### config.mk
export PLATFORM = sky130hd
export DESIGN_NAME = ex_stage_md_flat
export DESIGN_NICKNAME = d
export VERILOG_FILES = /design/src/rtl/ex_stage_md_if.sv /design/src/rtl/ex_stage_md.sv /design/src/flat_wrapper.sv
export SDC_FILE = /design/constraint.sdc
export NUM_CORES = 2
export LEC_CHECK = 0
export ABC_AREA = 0
export BUFFER_PORTS_ARGS = -buffer_cell sky130_fd_sc_hd__clkbuf_2
export CAP_MARGIN = 20
export CORE_MARGIN = 10
export CORE_UTILIZATION = 55
export DETAILED_ROUTE_END_ITERATION = 12
export PLACE_DENSITY_LB_ADDON = 0.2
export REMOVE_ABC_BUFFERS = 1
export SETUP_SLACK_MARGIN = 0.3
export SLEW_MARGIN = 20
export SYNTH_ARGS = -nofsm -noshare
export SYNTH_HDL_FRONTEND = slang
export SYNTH_SLANG_ARGS = --single-unit
### constraint.sdc
create_clock -name clk -period 22.5 [get_ports clk]
set_input_delay 4.5 -clock clk [delete_from_list [all_inputs] [get_ports clk]]
set_output_delay 4.5 -clock clk [all_outputs]
set_load 0.01 [all_outputs]
### src/rtl/ex_stage_md_if.sv
// rtl/ex_stage_md_if.sv - ID/EX and EX/MEM handshake bundle for the execute stage
interface ex_stage_md_if #(
    parameter int DATA_W = 32,
    parameter int FLAG_W = 3
);
    logic              in_valid;
    logic              in_ready;
    logic [DATA_W-1:0] pc_plus4;
    logic [DATA_W-1:0] a;
    logic [DATA_W-1:0] b;
    logic [DATA_W-1:0] imm;
    logic [4:0]        rt;
    logic [4:0]        rd;
    logic [3:0]        ex_ctrl;
    logic [3:0]        mem_ctrl;
    logic [1:0]        wb_ctrl;
    logic [1:0]        md_op;
    logic [1:0]        fwd_a;
    logic [1:0]        fwd_b;
    logic [DATA_W-1:0] fwd_mem_data;
    logic [DATA_W-1:0] fwd_wb_data;
    logic              out_valid;
    logic              out_ready;
    logic [DATA_W-1:0] result;
    logic [DATA_W-1:0] out_b;
    logic [4:0]        write_reg;
    logic [3:0]        mem_ctrl_q;
    logic [1:0]        wb_ctrl_q;
    logic [FLAG_W-1:0] flag;
    logic              busy;

    modport master (
        output in_valid, pc_plus4, a, b, imm, rt, rd, ex_ctrl, mem_ctrl, wb_ctrl,
               md_op, fwd_a, fwd_b, fwd_mem_data, fwd_wb_data, out_ready,
        input  in_ready, out_valid, result, out_b, write_reg, mem_ctrl_q, wb_ctrl_q,
               flag, busy
    );

    modport slave (
        input  in_valid, pc_plus4, a, b, imm, rt, rd, ex_ctrl, mem_ctrl, wb_ctrl,
               md_op, fwd_a, fwd_b, fwd_mem_data, fwd_wb_data, out_ready,
        output in_ready, out_valid, result, out_b, write_reg, mem_ctrl_q, wb_ctrl_q,
               flag, busy
    );
endinterface

### src/rtl/ex_stage_md.sv
// rtl/ex_stage_md.sv - execute stage with forwarding, ALU and multi-cycle mul/div
module ex_stage_md_alu_ctrl (
    input  logic [5:0] i_funct,
    input  logic [1:0] i_alu_op,
    output logic [3:0] o_ctrl
);
    always_comb begin
        o_ctrl = 4'b0010;
        case (i_alu_op)
            2'b00: o_ctrl = 4'b0010;
            2'b01: o_ctrl = 4'b0110;
            2'b10: begin
                case (i_funct)
                    6'h20:   o_ctrl = 4'b0010;
                    6'h22:   o_ctrl = 4'b0110;
                    6'h24:   o_ctrl = 4'b0000;
                    6'h25:   o_ctrl = 4'b0001;
                    6'h2A:   o_ctrl = 4'b0111;
                    6'h27:   o_ctrl = 4'b1100;
                    default: o_ctrl = 4'b0010;
                endcase
            end
            default: o_ctrl = 4'b0001;
        endcase
    end
endmodule

module ex_stage_md_alu #(
    parameter int DATA_W = 32,
    parameter int FLAG_W = 3
) (
    input  logic [DATA_W-1:0] i_a,
    input  logic [DATA_W-1:0] i_b,
    input  logic [3:0]        i_ctrl,
    output logic [DATA_W-1:0] o_result,
    output logic [FLAG_W-1:0] o_flag
);
    localparam int M = DATA_W - 1;

    logic [DATA_W-1:0] w_sum;
    logic [DATA_W-1:0] w_diff;
    logic [DATA_W-1:0] w_res;
    logic              w_ovf;

    assign w_sum  = i_a + i_b;
    assign w_diff = i_a - i_b;

    always_comb begin
        w_res = '0;
        w_ovf = 1'b0;
        case (i_ctrl)
            4'b0010: begin
                w_res = w_sum;
                w_ovf = (i_a[M] == i_b[M]) && (w_sum[M] != i_a[M]);
            end
            4'b0110: begin
                w_res = w_diff;
                w_ovf = (i_a[M] != i_b[M]) && (w_diff[M] != i_a[M]);
            end
            4'b0000: w_res = i_a & i_b;
            4'b0001: w_res = i_a | i_b;
            4'b0111: w_res = DATA_W'($signed(i_a) < $signed(i_b));
            4'b1100: w_res = ~(i_a | i_b);
            default: w_res = '0;
        endcase
    end

    // flag bits: [0] zero, [1] negative, [2] signed overflow (add/sub only)
    assign o_result = w_res;
    assign o_flag   = FLAG_W'({w_ovf, w_res[M], (w_res == '0)});
endmodule

module ex_stage_md #(
    parameter int DATA_W  = 32,
    parameter int FLAG_W  = 3,
    parameter int MUL_LAT = 4
) (
    input  logic          clk,
    input  logic          reset,
    ex_stage_md_if.slave  io_bus
);
    typedef enum logic [1:0] {S_IDLE, S_MUL, S_DIV, S_DONE} state_t;

    localparam logic [7:0] DIV_LAST = 8'(DATA_W - 1);
    localparam logic [7:0] MUL_LAST = 8'(MUL_LAT - 2);
    localparam bit         MUL_SKIP = (MUL_LAT == 1);

    state_t r_state, w_next;

    logic [DATA_W-1:0] w_op_a, w_op_b, w_alu_b, w_alu_result;
    logic [FLAG_W-1:0] w_alu_flag;
    logic [3:0]        w_alu_ctrl;
    logic [4:0]        w_wreg;
    logic              w_out_free, w_in_ready, w_accept, w_md_start, w_load_alu, w_load_md;
    logic              w_unused;

    logic [DATA_W-1:0] r_op_a, r_op_b, r_quot, r_rem;
    logic [1:0]        r_md_op;
    logic [7:0]        r_cnt;
    logic [4:0]        r_pend_wreg;
    logic [3:0]        r_pend_mem;
    logic [1:0]        r_pend_wb;

    logic [DATA_W:0]   w_shift;
    logic              w_sub_ok;
    logic [DATA_W-1:0] w_rem_next, w_prod, w_md_result;

    logic              r_out_valid;
    logic [DATA_W-1:0] r_result, r_out_b;
    logic [FLAG_W-1:0] r_flag;
    logic [4:0]        r_write_reg;
    logic [3:0]        r_mem_ctrl_q;
    logic [1:0]        r_wb_ctrl_q;

    assign w_unused = ^io_bus.pc_plus4;

    always_comb begin
        case (io_bus.fwd_a)
            2'b00:   w_op_a = io_bus.a;
            2'b01:   w_op_a = io_bus.fwd_wb_data;
            default: w_op_a = io_bus.fwd_mem_data;
        endcase
        case (io_bus.fwd_b)
            2'b00:   w_op_b = io_bus.b;
            2'b01:   w_op_b = io_bus.fwd_wb_data;
            default: w_op_b = io_bus.fwd_mem_data;
        endcase
    end

    assign w_alu_b = io_bus.ex_ctrl[3] ? io_bus.imm : w_op_b;
    assign w_wreg  = io_bus.ex_ctrl[2] ? io_bus.rd : io_bus.rt;

    ex_stage_md_alu_ctrl u_alu_ctrl (
        .i_funct  (io_bus.imm[5:0]),
        .i_alu_op (io_bus.ex_ctrl[1:0]),
        .o_ctrl   (w_alu_ctrl)
    );

    ex_stage_md_alu #(.DATA_W(DATA_W), .FLAG_W(FLAG_W)) u_alu (
        .i_a      (w_op_a),
        .i_b      (w_alu_b),
        .i_ctrl   (w_alu_ctrl),
        .o_result (w_alu_result),
        .o_flag   (w_alu_flag)
    );

    assign w_out_free = !r_out_valid || io_bus.out_ready;
    assign w_in_ready = (r_state == S_IDLE) && w_out_free;
    assign w_accept   = io_bus.in_valid && w_in_ready;
    assign w_md_start = w_accept && (io_bus.md_op != 2'b00);
    assign w_load_alu = w_accept && (io_bus.md_op == 2'b00);
    assign w_load_md  = (r_state == S_DONE) && w_out_free;

    always_comb begin
        w_next = r_state;
        case (r_state)
            S_IDLE: begin
                if (w_md_start) begin
                    if (io_bus.md_op == 2'b01) w_next = MUL_SKIP ? S_DONE : S_MUL;
                    else                       w_next = S_DIV;
                end
            end
            S_MUL:   if (r_cnt == MUL_LAST) w_next = S_DONE;
            S_DIV:   if (r_cnt == DIV_LAST) w_next = S_DONE;
            S_DONE:  if (w_out_free) w_next = S_IDLE;
            default: w_next = S_IDLE;
        endcase
    end

    always_ff @(posedge clk) begin
        if (reset) r_state <= S_IDLE;
        else       r_state <= w_next;
    end

    // Restoring division: r_quot starts as the dividend and shifts quotient bits in
    assign w_shift    = {r_rem, r_quot[DATA_W-1]};
    assign w_sub_ok   = (w_shift >= {1'b0, r_op_b});
    assign w_rem_next = w_sub_ok ? DATA_W'(w_shift - {1'b0, r_op_b}) : w_shift[DATA_W-1:0];
    // Low word of a two's-complement product is sign-agnostic
    assign w_prod     = r_op_a * r_op_b;

    always_comb begin
        case (r_md_op)
            2'b01:   w_md_result = w_prod;
            2'b10:   w_md_result = r_quot;
            default: w_md_result = r_rem;
        endcase
    end

    always_ff @(posedge clk) begin
        if (reset) begin
            r_op_a      <= '0;
            r_op_b      <= '0;
            r_quot      <= '0;
            r_rem       <= '0;
            r_md_op     <= 2'b00;
            r_cnt       <= 8'd0;
            r_pend_wreg <= 5'd0;
            r_pend_mem  <= 4'd0;
            r_pend_wb   <= 2'd0;
        end else begin
            if (w_md_start) begin
                r_op_a      <= w_op_a;
                r_op_b      <= w_op_b;
                r_quot      <= w_op_a;
                r_rem       <= '0;
                r_md_op     <= io_bus.md_op;
                r_cnt       <= 8'd0;
                r_pend_wreg <= w_wreg;
                r_pend_mem  <= io_bus.mem_ctrl;
                r_pend_wb   <= io_bus.wb_ctrl;
            end else if (r_state == S_MUL || r_state == S_DIV) begin
                r_cnt <= r_cnt + 8'd1;
            end
            if (r_state == S_DIV) begin
                r_rem  <= w_rem_next;
                r_quot <= {r_quot[DATA_W-2:0], w_sub_ok};
            end
        end
    end

    always_ff @(posedge clk) begin
        if (reset) begin
            r_out_valid  <= 1'b0;
            r_result     <= '0;
            r_out_b      <= '0;
            r_flag       <= '0;
            r_write_reg  <= 5'd0;
            r_mem_ctrl_q <= 4'd0;
            r_wb_ctrl_q  <= 2'd0;
        end else if (w_load_alu) begin
            r_out_valid  <= 1'b1;
            r_result     <= w_alu_result;
            r_out_b      <= w_op_b;
            r_flag       <= w_alu_flag;
            r_write_reg  <= w_wreg;
            r_mem_ctrl_q <= io_bus.mem_ctrl;
            r_wb_ctrl_q  <= io_bus.wb_ctrl;
        end else if (w_load_md) begin
            r_out_valid  <= 1'b1;
            r_result     <= w_md_result;
            r_out_b      <= r_op_b;
            r_flag       <= FLAG_W'(w_md_result == '0);
            r_write_reg  <= r_pend_wreg;
            r_mem_ctrl_q <= r_pend_mem;
            r_wb_ctrl_q  <= r_pend_wb;
        end else if (io_bus.out_ready) begin
            r_out_valid  <= 1'b0;
        end
    end

    assign io_bus.in_ready   = w_in_ready;
    assign io_bus.out_valid  = r_out_valid;
    assign io_bus.result     = r_result;
    assign io_bus.out_b      = r_out_b;
    assign io_bus.flag       = r_flag;
    assign io_bus.write_reg  = r_write_reg;
    assign io_bus.mem_ctrl_q = r_mem_ctrl_q;
    assign io_bus.wb_ctrl_q  = r_wb_ctrl_q;
    assign io_bus.busy       = (r_state != S_IDLE);
endmodule

### src/flat_wrapper.sv
// flat-port wrapper written by rule: the top's interface ports become plain ports
module ex_stage_md_flat 
#(
    parameter int DATA_W  = 32,
    parameter int FLAG_W  = 3,
    parameter int MUL_LAT = 4
)
  (clk, reset, io_bus_in_valid, io_bus_pc_plus4, io_bus_a, io_bus_b, io_bus_imm, io_bus_rt, io_bus_rd, io_bus_ex_ctrl, io_bus_mem_ctrl, io_bus_wb_ctrl, io_bus_md_op, io_bus_fwd_a, io_bus_fwd_b, io_bus_fwd_mem_data, io_bus_fwd_wb_data, io_bus_out_ready, io_bus_in_ready, io_bus_out_valid, io_bus_result, io_bus_out_b, io_bus_write_reg, io_bus_mem_ctrl_q, io_bus_wb_ctrl_q, io_bus_flag, io_bus_busy);
  ex_stage_md_if #(.DATA_W(DATA_W), .FLAG_W(FLAG_W)) io_bus_i ();
  input  logic clk;
  input  logic reset;
  input wire logic [$bits(io_bus_i.in_valid)-1:0] io_bus_in_valid;
  input wire logic [$bits(io_bus_i.pc_plus4)-1:0] io_bus_pc_plus4;
  input wire logic [$bits(io_bus_i.a)-1:0] io_bus_a;
  input wire logic [$bits(io_bus_i.b)-1:0] io_bus_b;
  input wire logic [$bits(io_bus_i.imm)-1:0] io_bus_imm;
  input wire logic [$bits(io_bus_i.rt)-1:0] io_bus_rt;
  input wire logic [$bits(io_bus_i.rd)-1:0] io_bus_rd;
  input wire logic [$bits(io_bus_i.ex_ctrl)-1:0] io_bus_ex_ctrl;
  input wire logic [$bits(io_bus_i.mem_ctrl)-1:0] io_bus_mem_ctrl;
  input wire logic [$bits(io_bus_i.wb_ctrl)-1:0] io_bus_wb_ctrl;
  input wire logic [$bits(io_bus_i.md_op)-1:0] io_bus_md_op;
  input wire logic [$bits(io_bus_i.fwd_a)-1:0] io_bus_fwd_a;
  input wire logic [$bits(io_bus_i.fwd_b)-1:0] io_bus_fwd_b;
  input wire logic [$bits(io_bus_i.fwd_mem_data)-1:0] io_bus_fwd_mem_data;
  input wire logic [$bits(io_bus_i.fwd_wb_data)-1:0] io_bus_fwd_wb_data;
  input wire logic [$bits(io_bus_i.out_ready)-1:0] io_bus_out_ready;
  output wire logic [$bits(io_bus_i.in_ready)-1:0] io_bus_in_ready;
  output wire logic [$bits(io_bus_i.out_valid)-1:0] io_bus_out_valid;
  output wire logic [$bits(io_bus_i.result)-1:0] io_bus_result;
  output wire logic [$bits(io_bus_i.out_b)-1:0] io_bus_out_b;
  output wire logic [$bits(io_bus_i.write_reg)-1:0] io_bus_write_reg;
  output wire logic [$bits(io_bus_i.mem_ctrl_q)-1:0] io_bus_mem_ctrl_q;
  output wire logic [$bits(io_bus_i.wb_ctrl_q)-1:0] io_bus_wb_ctrl_q;
  output wire logic [$bits(io_bus_i.flag)-1:0] io_bus_flag;
  output wire logic [$bits(io_bus_i.busy)-1:0] io_bus_busy;
  assign io_bus_i.in_valid = io_bus_in_valid;
  assign io_bus_i.pc_plus4 = io_bus_pc_plus4;
  assign io_bus_i.a = io_bus_a;
  assign io_bus_i.b = io_bus_b;
  assign io_bus_i.imm = io_bus_imm;
  assign io_bus_i.rt = io_bus_rt;
  assign io_bus_i.rd = io_bus_rd;
  assign io_bus_i.ex_ctrl = io_bus_ex_ctrl;
  assign io_bus_i.mem_ctrl = io_bus_mem_ctrl;
  assign io_bus_i.wb_ctrl = io_bus_wb_ctrl;
  assign io_bus_i.md_op = io_bus_md_op;
  assign io_bus_i.fwd_a = io_bus_fwd_a;
  assign io_bus_i.fwd_b = io_bus_fwd_b;
  assign io_bus_i.fwd_mem_data = io_bus_fwd_mem_data;
  assign io_bus_i.fwd_wb_data = io_bus_fwd_wb_data;
  assign io_bus_i.out_ready = io_bus_out_ready;
  assign io_bus_in_ready = io_bus_i.in_ready;
  assign io_bus_out_valid = io_bus_i.out_valid;
  assign io_bus_result = io_bus_i.result;
  assign io_bus_out_b = io_bus_i.out_b;
  assign io_bus_write_reg = io_bus_i.write_reg;
  assign io_bus_mem_ctrl_q = io_bus_i.mem_ctrl_q;
  assign io_bus_wb_ctrl_q = io_bus_i.wb_ctrl_q;
  assign io_bus_flag = io_bus_i.flag;
  assign io_bus_busy = io_bus_i.busy;
  ex_stage_md #(.DATA_W(DATA_W), .FLAG_W(FLAG_W), .MUL_LAT(MUL_LAT)) u_core (.clk(clk), .reset(reset), .io_bus(io_bus_i));
endmodule
======== Word-level counts from Yosys, hierarchy flattened ========
Cells that the tools add are included.
operators by class
  add/subtract/negate cells ............... 4
  $mul .................................... 1
  $lt $le $gt $ge ......................... 2
  eq/ne operators ......................... 30
  muxes and demuxes ....................... 35
  bitwise gates (word level) .............. 3
  reductions and logical operators ........ 25
operator list
  operator               count
  $mux W32               10
  $pmux W32 S2           3
  $pmux W32 S6           1
  $logic_not A32 Y1      2
  $sub A32 B32 Y32       2
  $ge A33 B32 Y1         1
  $add A32 B32 Y32       1
  $and A32 B32 Y32       1
  $lt A32 B32 Y1         1
  $mul A32 B32 Y32       1
  $not A32 Y32           1
  $or A32 B32 Y32        1
  $eq A6 B6 Y1 const B   5
  $pmux W4 S5            1
  $mux W5                3
  $mux W2                7
  $eq A2 B1 Y1 const B   6
  $pmux W4 S3            1
  $logic_not A2 Y1       5
  $add A8 B1 Y8 const B  1
  $eq A2 B2 Y1 const B   4
  $eq A4 B3 Y1 const B   2
  $eq A8 B2 Y1 const B   1
  $eq A8 B5 Y1 const B   1
  19 further kinds       38
word-level totals
  register bits ........................... 230
  bits of input ports ..................... 222
  output and inout bits ................... 81
  word-level logic and storage cells ...... 117

======== Longest topological paths before layout ========
  word-level depth ........................ 8
  depth in mapped cells ................... 30
  depth with buffers taken out ............ 29

======== Cells and area by module ========
From an unflattened synthesis, not the netlist that was laid out.
second synthesis, totals
  cell total of the unflattened synthesis .. 4405
  area, all modules ....................... 34770.8 um^2
modules (own cells, without submodules)
  module                times used  cells each  area an instance (um^2)  sequential area each (um^2)
  ex_stage_md           1           3553        29097.9                  4604.4
  ex_stage_md_alu       1           837         5580.4                   0.0
  ex_stage_md_alu_ctrl  1           15          92.6                     0.0

======== Least setup slack after synthesis ========
No wires, ideal clock.
  kind .................................... input-to-output
  start ................................... input port io_bus_out_ready
  end ..................................... output port io_bus_in_ready
  arrival ................................. 4884 ps
  required time ........................... 18000 ps
  slack ................................... 13116 ps
  stages .................................. 2
  buffers on the path ..................... 0
  cell sequence ........................... nand2b_1 and2_1
between the ends
  longest elaborated chain between the ends .. 2
ends and longest elaborated chain
  item                 line                RTL
  from (decl)          flat_wrapper.sv:27  input wire logic [$bits(io_bus_i.out_ready)-1:0] io_bus_out_ready;
  $logic_or A1 B1 Y1   ex_stage_md.sv:147  assign w_out_free = !r_out_valid || io_bus.out_ready;
  $logic_and A1 B1 Y1  ex_stage_md.sv:148  assign w_in_ready = (r_state == S_IDLE) && w_out_free;
  to (decl)            flat_wrapper.sv:28  output wire logic [$bits(io_bus_i.in_ready)-1:0] io_bus_in_ready;
Every way passes these cells.

======== Final worst setup path ========
  start ................................... input port io_bus_fwd_b[0]
  end ..................................... register u_core.r_flag[0] (netlist: u_core.io_bus.flag[0])
between the ends
  longest elaborated chain between the ends .. 8
  elaborated cells between the ends (all ways) .. 13
  classes of those cells .................. 2 x add/sub; 1 x order compare; 1 x eq/ne; 4 x mux; 3 x bitwise; 2 x reduce/logical
ends and longest elaborated chain
  item                                                      line                RTL
  from (decl)                                               flat_wrapper.sv:24  input wire logic [$bits(io_bus_i.fwd_b)-1:0] io_bus_fwd_b;
  $eq A2 B1 Y1 / $logic_not A2 Y1 (equally long branches)   ex_stage_md.sv:123  case (io_bus.fwd_b)
  $pmux W32 S2 (*)                                          ex_stage_md.sv:123
  $mux W32 (*)                                              ex_stage_md.sv:130  assign w_alu_b = io_bus.ex_ctrl[3] ? io_bus.imm : w_op_b;
  branches (longest 2 deep; another with $sub A32 B32 Y32)  --
  $pmux W32 S6 (*)                                          ex_stage_md.sv:51   case (i_ctrl)
  $logic_not A32 Y1 (*)                                     ex_stage_md.sv:70   assign o_flag = FLAG_W'({w_ovf, w_res[M], (w_res == '0)});
  $mux W3 (*)                                               ex_stage_md.sv:231  end else if (w_load_alu) begin
  to (signal assigned)                                      ex_stage_md.sv:235  r_flag <= w_alu_flag;
  to (signal assigned)                                      ex_stage_md.sv:243  r_flag <= FLAG_W'(w_md_result == '0);
  to (decl)                                                 ex_stage_md.sv:110  logic [FLAG_W-1:0] r_flag;
Every way passes the cells marked *.
A chain may end at the register's enable or synchronous reset.

==> metrics.yaml <==
status:
  status: "finished, final reports clean"
clock_tree:
  clkLatencyLatePin_ns: 0.55
  htree_num_levels: 1
  holdBufCountCts: 0
  cts_made_buffers: 25
  cts_tree: "done"
  cts_resized: 0
  cts_buffer_depth: 3
  clkSinkCount: 230
  cts.reportedPaths.clkPinSlew_ns: 0.07
  cts_setup_buffers: 0
  cts_root_buffer: "clkbuf_16"
placed_design:
  hpwl_mm: 88.16
  gp_congestion: 0.9668
  port_buffers: 270
worst_setup_path:
  worst_setup_path_end_kind: "flop"
  worstPathRequired_ns: 22.99
  path_common_cell: "o21ai_0"
  crit_family: "compound AO/OA/AOI/OAI gates"
  critPathMaxFanout: 32
  critPathBufInv: 2
  start_kind: "input port"
  cpMaxStageDelayCell: "or4_1"
  crit_type: "input port to flop"
  critPathArrivalTime_ns: 10.91
  cp_slowest_stage_delay_ns: 0.62
  cp_cell_sequence: "clkbuf_2, buf_4, mux2i_1, nor2_1, a21oi_1, o21ai_0, ha_1, fa_1, a211oi_1, o21ai_0, a211oi_1, o21ai_1, o31ai_2, o22ai_1, nor2_1, o21ai_0, or4_1, nor4_2, nand4b_1, nor4_1, a311o_1"
power:
  power_leakage_uw: 0.01442
  power_uw: 2695
  p_per_area_nw_per_um2: 74.73
  irDropWorstVdd_mv: 0.1205
timing:
  skew_ns: 0.01967
  hold_viol: 0
  fin_crit_sh_pct: 46.32
  period_minus_slack_ns: 10.42
  slew_viol_final: 0
  setup_viol: 0
  timing.fmax_mhz: 95.96
  rsz0062_at_grt: "false"
  max_slew.worst_pin.slew_ns: 1.071
  setup_tns_ns: 0
  slew_headroom_pct: 28.55
final_layout:
  area_growth_pct: 7.604
  final_net_count: 5237
  drive_above_1_share_pct: 9.789
  fill_cells: 5615
synth:
  synth_adder_area_share_pct: 34.22
  synth.avg_cell_area_sq_um: 7.836
  synthArstFlopShare_pct: 0
  yosysWarningCount: 0
  yosysUniqueCellTypes: 89
  synthSimpleGateAreaFrac_pct: 21.18
  syn_inst: 4277
  synth_top_family_by_area: "adder cells"
  synth_xor_area_share_pct: 3.371
  netlist_area_sq_um: 33520
  synth_compound_area_share_pct: 17.11
  synth-edff-count: 0
  synthMuxAreaShare_pct: 2.244
  seq_area_frac_synth_pct: 13.74
  synthFlopType: "dfxtp_1"
  ys_ff_latch: 230
global_route:
  grt-ovfl-total: 0
  grt_usage_pct: 31.72
  grt_pass1_vias: 30690
  grt_max_degree: 169
  antenna_found_initial: 3
  grt_pass1_wl_mm: 177.4
die:
  die_y_um: 266.9
  row_count: 90
  die_area_sq_um: 71210
  core_area_sq_um: 60360
  num_io_pins: 303
  die_x_um: 266.9
  initial_core_util_pct: 55.53
detailed_routing:
  vias: 31320
  drt_wl_total_mm: 114.6
  dr.pass1.iters: 9
  via_per_inst: 6.083
  post-route-drc-count: 0
  wire_per_inst_um: 22.25
  drt-initial-drc-count: 2963
  drtAntennaViolNets: 0
job:
  maxCapViolCount: 0
worst_hold_path:
  hp-class: "flop to flop"
## power by group
part	switching [uW]	leakage [uW]	total (uW)	internal (uW)
Combinational	1050	0.0122	1690	638
Sequential	118	0.00188	597	479
Clock	184	0.000395	408	225
## final cells by class
| cell class | instances | area (sq um) | area share (%) |
|---|---|---|---|
| multi-input cells | 3326 | 26240 | 72.75 |
| flip-flops and latches | 230 | 4617 | 12.80 |
| repair buffers | 327 | 1798 | 4.985 |
| inverters | 435 | 1633 | 4.527 |
| well taps | 782 | 978.4 | 2.713 |
| clock buffers | 32 | 711.9 | 1.974 |
| clock inverters | 12 | 78.83 | 0.2186 |
| diodes | 5 | 12.51 | 0.03469 |
## synthesized netlist by cell type (14+ instances only)
cell | count | area (sq um)
and3_1 | 66 | 412.9
nor2_1 | 443 | 1663
a22oi_1 | 15 | 112.6
o31ai_1 | 18 | 135.1
o221ai_1 | 22 | 192.7
ha_1 | 259 | 3241
nand2b_1 | 19 | 118.9
dfxtp_1 | 230 | 4604
a221o_1 | 19 | 190.2
o21a_1 | 16 | 120.1
nor3_1 | 34 | 170.2
a21o_1 | 32 | 240.2
o21ai_0 | 123 | 615.6
nor2b_1 | 25 | 156.4
nand3_1 | 31 | 155.2
or3_1 | 21 | 131.4
nand2_1 | 642 | 2410
nand4_1 | 20 | 125.1
xnor2_1 | 92 | 805.8
a211oi_1 | 97 | 728.2
xor2_1 | 37 | 324.1
a31oi_1 | 14 | 87.58
and2_1 | 204 | 1276
a21oi_1 | 348 | 1742
fa_1 | 411 | 8228
o21bai_1 | 17 | 127.6
o211ai_1 | 16 | 120.1
a311oi_1 | 16 | 140.1
buf_1 | 30 | 112.6
a221oi_1 | 25 | 219.0
clkbuf_1 | 244 | 915.9
inv_1 | 435 | 1633
mux2i_1 | 74 | 740.7
## final timing paths
check / slack, ns / cells after the start / from / to
setup reg to reg: 13.71 / 26 / u_core.r_op_b[3] / u_core.io_bus.flag[0]
hold / removal: 0.45 / 2 / u_core.r_pend_mem[2] / u_core.r_pend_mem[2]
setup / recovery: 12.08 / 21 / io_bus_fwd_b[0] / u_core.io_bus.flag[0]
hold reg to reg: 0.45 / 2 / u_core.r_pend_mem[2] / u_core.r_pend_mem[2]
## stage by stage
stage                     hold WS, ns  std cells  worst slack, ns  utilization (%)  area (sq um)
after floorplan                0.4305       3991            11.03                -         32420
after global placement         0.4424       5100            11.89            58.41         35250
after detailed placement       0.4467       5100            11.81            58.41         35260
after CTS                      0.4552       5144            12.29            59.72         36050
after global routing           0.4748       5144            11.79            59.73         36050
final                          0.4539       5149            12.08            59.75         36060
## worst register-to-register path: cells and delay by family (launching register included)
family	cells	cell delay, ns
AO/OA/AOI/OAI	4	0.83
flip-flops	1	0.72
AND/OR/NAND/NOR	8	2.59
XOR/XNOR	1	0.16
adder cells (fa/ha/maj)	9	3.88
buffers and inverters	4	0.57
## kinds of logic after synthesis
| family | Yosys count |
|---|---|
| flops | 230 |
| mux | 75 |
| xor+xnor | 129 |
| compound gates | 884 |
| fa+ha+maj | 670 |
| simple gates | 1568 |
| buf+inv | 721 |
## layout by cell type, fill, tap and decap left out, types with 13 or more instances in the layout
master       n
a211oi_1    97
a21o_1      32
a21oi_1    346
a221o_1     19
a221oi_1    25
a22oi_1     15
a311oi_1    16
a31oi_1     14
and2_1     203
and3_1      66
buf_4       56
clkbuf_16   25
clkbuf_2   269
dfxtp_1    220
fa_1       411
ha_1       258
inv_1      435
mux2i_1     74
nand2_1    640
nand2b_1    19
nand3_1     31
nand4_1     20
nor2_1     441
nor2b_1     24
nor3_1      34
nor4_1      13
o211ai_1    16
o21a_1      16
o21ai_0    123
o21bai_1    17
o221ai_1    22
o31ai_1     18
or3_1       21
xnor2_1     92
xor2_1      37
## per-layer routing
layer / vias up / track usage [%] / share of wire, %
met4: 2 / 11.90 / 4.2
li1: 14270 / - / -
met2: 1413 / 51.88 / 46
met5: - / 0 / 0.017
met3: 230 / 3.442 / 8.0
met1: 15410 / 42.68 / 41
Note: power is estimated with default switching activity, not from simulation.
